--- config.mk ---
export PLATFORM = sky130hd
export DESIGN_NAME = decode_stage_flat
export DESIGN_NICKNAME = d
export VERILOG_FILES = /design/src/rtl/decode_pkg.sv /design/src/rtl/decode_stage_if.sv /design/src/rtl/decode_stage_field_decode.sv /design/src/rtl/decode_stage.sv /design/src/flat_wrapper.sv
export SDC_FILE = /design/constraint.sdc
export NUM_CORES = 1
export LEC_CHECK = 0
export ABC_AREA = 1
export BUFFER_PORTS_ARGS = -buffer_cell sky130_fd_sc_hd__buf_2
export CORE_ASPECT_RATIO = 2
export CORE_MARGIN = 1.5
export CORE_UTILIZATION = 50
export DETAILED_ROUTE_END_ITERATION = 8
export PLACE_DENSITY = 0.78
export SYNTH_ARGS = -nofsm -noshare
export SYNTH_HDL_FRONTEND = slang
export SYNTH_HIERARCHICAL = 1
export SYNTH_SLANG_ARGS = --single-unit
--- constraint.sdc ---
create_clock -name clk -period 1.25 [get_ports clk]
set_input_delay 0.0625 -clock clk [delete_from_list [all_inputs] [get_ports clk]]
set_output_delay 0.0625 -clock clk [all_outputs]
set_load 0.01 [all_outputs]
--- src/rtl/decode_pkg.sv ---
// Shared widths, decoded-instruction record and immediate-expansion table
// for the fetch-to-execute decode stage.
package decode_pkg;

    localparam int INSTR_W = 9;
    localparam int OP_W    = 5;
    localparam int REG_W   = 3;
    localparam int IMM_W   = 8;
    localparam int RR_W    = (INSTR_W - OP_W) / 2;
    localparam int IOP_W   = INSTR_W - 2 * REG_W;

    localparam logic [OP_W-1:0] MODE_OP = '0;

    // Element [i] is the expansion of selector value i.
    localparam logic [2**REG_W-1:0][IMM_W-1:0] IMM_LUT = {
        8'd127, 8'd64, 8'd32, 8'd16, 8'd8, 8'd4, 8'd1, 8'd0
    };

    typedef struct packed {
        logic [OP_W-1:0]  opcode;
        logic [REG_W-1:0] reg1;
        logic [REG_W-1:0] reg2;
        logic [IMM_W-1:0] imm;
        logic             mode;
    } decoded_t;

endpackage

--- src/rtl/decode_stage_if.sv ---
// Fetch-side and execute-side handshake bundle of the decode stage.
interface decode_stage_if;
    import decode_pkg::*;

    logic                flush;
    logic                in_valid;
    logic                in_ready;
    logic [INSTR_W-1:0]  in_instr;
    logic                out_valid;
    logic                out_ready;
    logic [OP_W-1:0]     out_opcode;
    logic [REG_W-1:0]    out_reg1;
    logic [REG_W-1:0]    out_reg2;
    logic [IMM_W-1:0]    out_imm;
    logic                out_mode;
    logic                mode_q;

    modport slave (
        input  flush, in_valid, in_instr, out_ready,
        output in_ready, out_valid, out_opcode, out_reg1, out_reg2,
               out_imm, out_mode, mode_q
    );

    modport master (
        output flush, in_valid, in_instr, out_ready,
        input  in_ready, out_valid, out_opcode, out_reg1, out_reg2,
               out_imm, out_mode, mode_q
    );
endinterface

--- src/rtl/decode_stage_field_decode.sv ---
// Purely combinational split of a raw instruction word into decoded fields,
// including the mode that will be in force once this instruction retires.
module field_decode
    import decode_pkg::*;
(
    input  logic [INSTR_W-1:0] instr_i,
    input  logic               mode_i,
    output decoded_t           dec_o
);

    always_comb begin
        dec_o = '0;
        if (!mode_i) begin
            dec_o.opcode = instr_i[INSTR_W-1 -: OP_W];
            dec_o.reg1   = REG_W'(instr_i[2*RR_W-1 -: RR_W]);
            dec_o.reg2   = REG_W'(instr_i[RR_W-1:0]);
            dec_o.imm    = '0;
        end else begin
            dec_o.opcode = OP_W'(instr_i[INSTR_W-1 -: IOP_W]);
            dec_o.reg1   = instr_i[2*REG_W-1 -: REG_W];
            dec_o.reg2   = instr_i[REG_W-1:0];
            dec_o.imm    = IMM_LUT[instr_i[REG_W-1:0]];
        end
        dec_o.mode = mode_i ^ (dec_o.opcode == MODE_OP);
    end

endmodule

--- src/rtl/decode_stage.sv ---
// Registered decode stage: owns the addressing-mode register and a two-entry
// skid buffer so fetch can stream one instruction per cycle under back-pressure.
module decode_stage
    import decode_pkg::*;
(
    input  logic         clk,
    input  logic         rst_n,
    decode_stage_if.slave bus
);

    decoded_t dec;
    decoded_t main_q, main_d;
    decoded_t skid_q, skid_d;
    logic     main_valid_q, main_valid_d;
    logic     skid_valid_q, skid_valid_d;
    logic     mode_q, mode_d;
    logic     rdy_q, rdy_d;
    logic     accept;
    logic     consume;

    field_decode u_field_decode (
        .instr_i (bus.in_instr),
        .mode_i  (mode_q),
        .dec_o   (dec)
    );

    assign accept  = bus.in_valid & rdy_q & ~bus.flush;
    assign consume = main_valid_q & bus.out_ready & ~bus.flush;

    always_comb begin
        main_d       = main_q;
        skid_d       = skid_q;
        main_valid_d = main_valid_q;
        skid_valid_d = skid_valid_q;
        mode_d       = accept ? dec.mode : mode_q;
        if (bus.flush) begin
            main_valid_d = 1'b0;
            skid_valid_d = 1'b0;
        end else if (!main_valid_q || consume) begin
            // A parked skid entry always refills main ahead of new input.
            if (skid_valid_q) begin
                main_d       = skid_q;
                main_valid_d = 1'b1;
                skid_valid_d = 1'b0;
            end else if (accept) begin
                main_d       = dec;
                main_valid_d = 1'b1;
            end else begin
                main_valid_d = 1'b0;
            end
        end else if (accept) begin
            skid_d       = dec;
            skid_valid_d = 1'b1;
        end
        rdy_d = ~skid_valid_d;
    end

    always_ff @(posedge clk or negedge rst_n) begin
        if (!rst_n) begin
            main_q       <= '0;
            skid_q       <= '0;
            main_valid_q <= 1'b0;
            skid_valid_q <= 1'b0;
            mode_q       <= 1'b0;
            rdy_q        <= 1'b0;
        end else begin
            main_q       <= main_d;
            skid_q       <= skid_d;
            main_valid_q <= main_valid_d;
            skid_valid_q <= skid_valid_d;
            mode_q       <= mode_d;
            rdy_q        <= rdy_d;
        end
    end

    assign bus.in_ready   = rdy_q;
    assign bus.out_valid  = main_valid_q;
    assign bus.out_opcode = main_q.opcode;
    assign bus.out_reg1   = main_q.reg1;
    assign bus.out_reg2   = main_q.reg2;
    assign bus.out_imm    = main_q.imm;
    assign bus.out_mode   = main_q.mode;
    assign bus.mode_q     = mode_q;

endmodule
--- src/flat_wrapper.sv ---
// flat-port wrapper written by rule: the top's interface ports become plain ports
module decode_stage_flat import decode_pkg::*;
  (clk, rst_n, bus_flush, bus_in_valid, bus_in_instr, bus_out_ready, bus_in_ready, bus_out_valid, bus_out_opcode, bus_out_reg1, bus_out_reg2, bus_out_imm, bus_out_mode, bus_mode_q);
  decode_stage_if bus_i ();
  input  logic clk;
  input  logic rst_n;
  input wire logic [$bits(bus_i.flush)-1:0] bus_flush;
  input wire logic [$bits(bus_i.in_valid)-1:0] bus_in_valid;
  input wire logic [$bits(bus_i.in_instr)-1:0] bus_in_instr;
  input wire logic [$bits(bus_i.out_ready)-1:0] bus_out_ready;
  output wire logic [$bits(bus_i.in_ready)-1:0] bus_in_ready;
  output wire logic [$bits(bus_i.out_valid)-1:0] bus_out_valid;
  output wire logic [$bits(bus_i.out_opcode)-1:0] bus_out_opcode;
  output wire logic [$bits(bus_i.out_reg1)-1:0] bus_out_reg1;
  output wire logic [$bits(bus_i.out_reg2)-1:0] bus_out_reg2;
  output wire logic [$bits(bus_i.out_imm)-1:0] bus_out_imm;
  output wire logic [$bits(bus_i.out_mode)-1:0] bus_out_mode;
  output wire logic [$bits(bus_i.mode_q)-1:0] bus_mode_q;
  assign bus_i.flush = bus_flush;
  assign bus_i.in_valid = bus_in_valid;
  assign bus_i.in_instr = bus_in_instr;
  assign bus_i.out_ready = bus_out_ready;
  assign bus_in_ready = bus_i.in_ready;
  assign bus_out_valid = bus_i.out_valid;
  assign bus_out_opcode = bus_i.out_opcode;
  assign bus_out_reg1 = bus_i.out_reg1;
  assign bus_out_reg2 = bus_i.out_reg2;
  assign bus_out_imm = bus_i.out_imm;
  assign bus_out_mode = bus_i.out_mode;
  assign bus_mode_q = bus_i.mode_q;
  decode_stage u_core (.clk(clk), .rst_n(rst_n), .bus(bus_i));
endmodule
* After elaboration in Yosys (flattened, before gate mapping)
Memories as Yosys holds them, arrays and structs flattened. Cells that the tools add are included.
Word-level totals: memory bits (read-only) 64, output and inout bits 23, memories kept 1, bits in registers 44, input port bits 14, word-level logic and storage cells 42
Memory list:
- (no name shown) | words 8, bits a word 8, read ports 1, clocked after memory_dff 0, write ports 0, RTL line decode_stage_field_decode.sv:22 | dec_o.imm = IMM_LUT[instr_i[REG_W-1:0]];
Operators by class: multiplexer cells 11, bitwise operators 8, magnitude comparators 1, reductions and logical operators 7
Operator list (number):
- $mux W20 | 2
- $mux W19 | 1
- $mux W8 | 1
- $mux W1 | 7
- $reduce_and A3 Y1 | 2
- $logic_not A5 Y1 | 1
- $and A1 B1 Y1 | 4
- $lt A3 B4 Y1 const B | 1
- $reduce_bool A2 Y1 | 2
- $not A1 Y1 | 3
- $logic_not A1 Y1 | 1
- $logic_or A1 B1 Y1 | 1
- $xor A1 B1 Y1 | 1

* Depth between registers and ports, before layout
depth in word-level cells 7, mapped depth 11, mapped depth without buffers 11

* Hierarchy
The synthesis kept the hierarchy.
By module, submodules not included:
- decode_stage | cells each 256, sequential area each 1101.1 µm², instances 1, area an instance 1963.1 µm²
- field_decode | cells each 50, sequential area each 0.0 µm², instances 1, area an instance 279.0 µm²

* Least setup slack after synthesis
OpenSTA, ideal clock, no wires.
path type reg2reg, start point register u_core.mode_q (netlist: u_core/bus.mode_q), end point register u_core.main_q (netlist bit u_core/bus.out_mode), arrival 1164 ps, path buffers 0, cell stages (with the launch flop) 12, required time 1133 ps, clock period less this slack 1280 ps, library setup time 117 ps, slack -30 ps, path through dfrtp_1 > inv_2 > nand2_2 > nand2_4 > nor2_4 > nand2_1 > nand2_1 > nand2_1 > nand2_1 > nand2_1 > nand3_1 > nand2_1
RTL lines:
- from (decl) | RTL line decode_stage.sv:16 | logic mode_q, mode_d;
- from (signal assigned) | RTL line decode_stage.sv:71 | mode_q <= mode_d;
- to (signal assigned) | RTL line decode_stage.sv:67 | main_q <= main_d;
- to (decl) | RTL line decode_stage.sv:12 | decoded_t main_q, main_d;

==> run_results.csv <==
group,metric,value,unit
hold_path,holdCritStartpoint,"bus_in_instr[1]",
floorplanning,initial_core_util,51.7,%
timing,finalSetupTns,-0.340,ns
timing,finalCritPeriodShare,109,%
logic_synthesis,synth.avg_cell_area,7.33,sq um
critical_path,critPathMaxFanout,6,
floorplanning,rows,34,
power,leakage,1.70,nW
logic_synthesis,syn_nets,323,
grt,first_global_vias,1956,
clocking,cts.sinks,44,
critical_path,startpoint_type,"register",
final_layout,fin_cells,410,
grt,grt_use_total,21.9,%
logic_synthesis,syn_area,2240,sq um
critical_path,slowest_delay,0.49,ns
outcome,violations,"negative setup slack",
routing,drt_wl_total,5040,microns
critical_path,crit_top_cell,"nand2_1",
clocking,clock_path_buffers,2,
timing,finClkSkew,0.00460,ns
routing,vias_per_cell,4.93,
routing,first_iter_violations,65,
floorplanning,die_w,50.4,microns
critical_path,r2r_cells,11,
critical_path,r2r-end,"u_core/bus.out_mode",
power,irDropWorstVdd,1390,uV
clocking,clkTransAtPathRegs,0.08,ns
final_layout,multi_input_area,1100,sq um
logic_synthesis,synth.most_common_cell,"nand2_1",
grt,overflow,0,
placement,gp_congestion,0.868,
logic_synthesis,yosysTopAreaCellShare,49.1,%
final_layout,diodes,0,
clocking,cts_buffers,5,
grt,grt_pass1_wl,8490,microns
final_layout,nFillCells,382,
final_layout,drive_above_1_share,28.7,%
critical_path,cp.required,1.44,ns
routing,vias,2021,
logic_synthesis,synth_area_leaders,"dfrtp_1 49%, nand2_1 30%, nand3_1 5.1%",
critical_path,r2r_setup_slack,-0.11,ns
logic_synthesis,ys_types,20,
timing,post-route-min-period,1.36,ns
hold_path,min_path_cells,3,
job,maxCapViolations,0,
outcome,status,"finished with violations",
power,power_density,1620,nW/um^2
timing,clock.fmax,0.735,GHz
logic_synthesis,synth_common_cells,"181 x nand2_1, 44 x dfrtp_1, 23 x nand3_1, 14 x inv_1, 10 x buf_2",
logic_synthesis,ys_seq_area_share,49.1,%
grt,grt_max_degree,21,
final_layout,fin_nets,373,
logic_synthesis,synth_edf_count,0,
critical_path,critPathArrivalTime,1.55,ns
critical_path,crit_chain,"inv_4 > nand2_4 > nand2_4 > nor2_4 > nand2_1 > nand2_1 > nand2_2 > nand2_1 > nand2_1 > nand3_2 > nand2_1",
placement,placed_cells,399,
routing,drcViolationCount,0,
logic_synthesis,synthFlopType,"dfrtp_1",
clocking,htreeDepth,2,
logic_synthesis,yosysWarnings,6,
timing,rsz0062_at_grt,"true",
timing,final.setup.worst_slack,-0.111,ns
hold_path,min_path_type,"in -> reg",
timing,hold_viol,0,
clocking,clock_latency,0.30,ns
placement,dp_slack,-0.0561,ns
floorplanning,die_area,4920,sq um
routing,wl_per_cell,12.3,microns
placement,port_buffers,36,
power,p_total,4.74,mW
timing,slew_viol_final,0,
clocking,root_buffer,"clkbuf_8",
logic_synthesis,synth_top_area_cell,"dfrtp_1",
floorplanning,coreArea,4340,sq um
routing,drtAntennaViolNets,0,
clocking,cts_tree,"done",
timing,setup_viol,9,
final_layout,area_growth,30.5,%
critical_path,critPathCaptureType,"register",
logic_synthesis,syn_inst,306,
logic_synthesis,synth_seq_cells,44,
critical_path,cp_slowest_cell,"dfrtp_2",
critical_path,crit_type,"reg -> reg",
floorplanning,ios,37,
grt,grt_antenna_before_repair,0,
placement,dpl.hpwl,3510,microns
hold_path,hold-path-endpoint,"u_core/skid_q[10]",
routing,first_pass_iters,4,
floorplanning,die_h,97.7,microns
logic_synthesis,synthArstFlopShare,100,%
final_layout,regArea,1100,sq um
critical_path,r2r-start,"u_core/bus.mode_q",
## routing by layer
layer / GRT usage, % / part of all wire, % / vias to the layer above
li1: - / - / 1024
met3: 3.85 / 3.9 / 9
met2: 37.1 / 53 / 48
met5: 0 / 0 / -
met1: 27.0 / 41 / 940
met4: 8.94 / 2.1 / 0
## where the power goes
| part | total [mW] | leakage (nW) | internal [mW] | switching, mW |
|---|---|---|---|---|
| clock network | 1.26 | 0.0642 | 0.786 | 0.471 |
| registers | 1.89 | 0.577 | 1.70 | 0.184 |
| logic | 1.59 | 1.06 | 0.716 | 0.875 |
| total | 4.74 | 1.70 | 3.21 | 1.53 |
## layout make-up
cell class / count / share of cell area [%]
well taps: 54 / 2.31
inverters: 16 / 2.14
multi-input cells: 228 / 37.7
clock buffers: 5 / 2.35
repair buffers: 61 / 15.8
flip-flops and latches: 44 / 37.7
clock inverters: 2 / 2.05
## stage by stage
stage | area [sq um] | hold slack, ns | utilization, %
after floorplan | 2240 | -0.233 | -
after global placement | 2580 | -0.0224 | 59.6
after detailed placement | 2580 | -0.0206 | 59.6
after CTS | 2730 | 0.0462 | 63.0
after global routing | 2930 | 0.0456 | 67.4
final | 2930 | 0.0444 | 67.4
## worst max-delay path: cells and delay by family, from the launching register on
family                 cells  cell delay, ns
and+or+nand+nor           10            0.69
DFF                        1            0.49
buffers and inverters      1            0.08
## registers in the layout, indices dropped and copies added (netlist names)
register               count
u_core/bus.out_reg1        3
u_core/bus.mode_q          1
u_core/skid_valid_q        1
u_core/skid_q             20
u_core/bus.out_mode        1
u_core/bus.in_ready        1
u_core/bus.out_imm         8
u_core/bus.out_reg2        3
u_core/bus.out_valid       1
u_core/bus.out_opcode      5
## kinds of logic (layout without fill, tap and decap cells)
kind of cell	Yosys count	after routing	synth area share, %
fa+ha+maj	3	3	1.67
buf+inv	34	84	7.76
other cells	1	1	0.167
simple gates	218	218	39.6
compound gates	6	6	1.67
flops	44	44	49.1
## placed cells by master, fill, tap and decap left out, drive strengths merged
master       Yosys  routed
nand4            1       1
ha               3       3
a31o             2       2
dlygate4sd3      0       1
clkbuf           0       5
nor2             9       9
conb             1       1
inv             16      16
dfrtp           44      44
nand3           24      24
buf             18      60
nand2          184     184
a21oi            2       2
o21ai            2       2
bufinv           0       2
## how the worst max path moves through the flow
stage | startpoint | to | slack (ns) | cells after the start
final | u_core/bus.mode_q | u_core/bus.out_mode | -0.11 | 11
after global routing | u_core/bus.mode_q | u_core/bus.out_mode | -0.20 | 11
after CTS | u_core/bus.mode_q | u_core/bus.out_imm[4] | -0.06 | 7
after detailed placement | u_core/bus.mode_q | u_core/bus.out_mode | -0.06 | 11
after global placement | u_core/bus.mode_q | u_core/bus.out_mode | -0.004 | 11
after floorplan | u_core/bus.mode_q | u_core/bus.out_mode | 0.02 | 9
## repair_timing
action	4_1_cts	5_1_grt
endpoints found under the setup margin	2	15
setup buffers	0	3
pin swaps	0	19
hold buffers	1	0
endpoints found under the hold margin	32	0
resized for setup	5	39
Note: power is estimated with default switching activity, not from simulation.
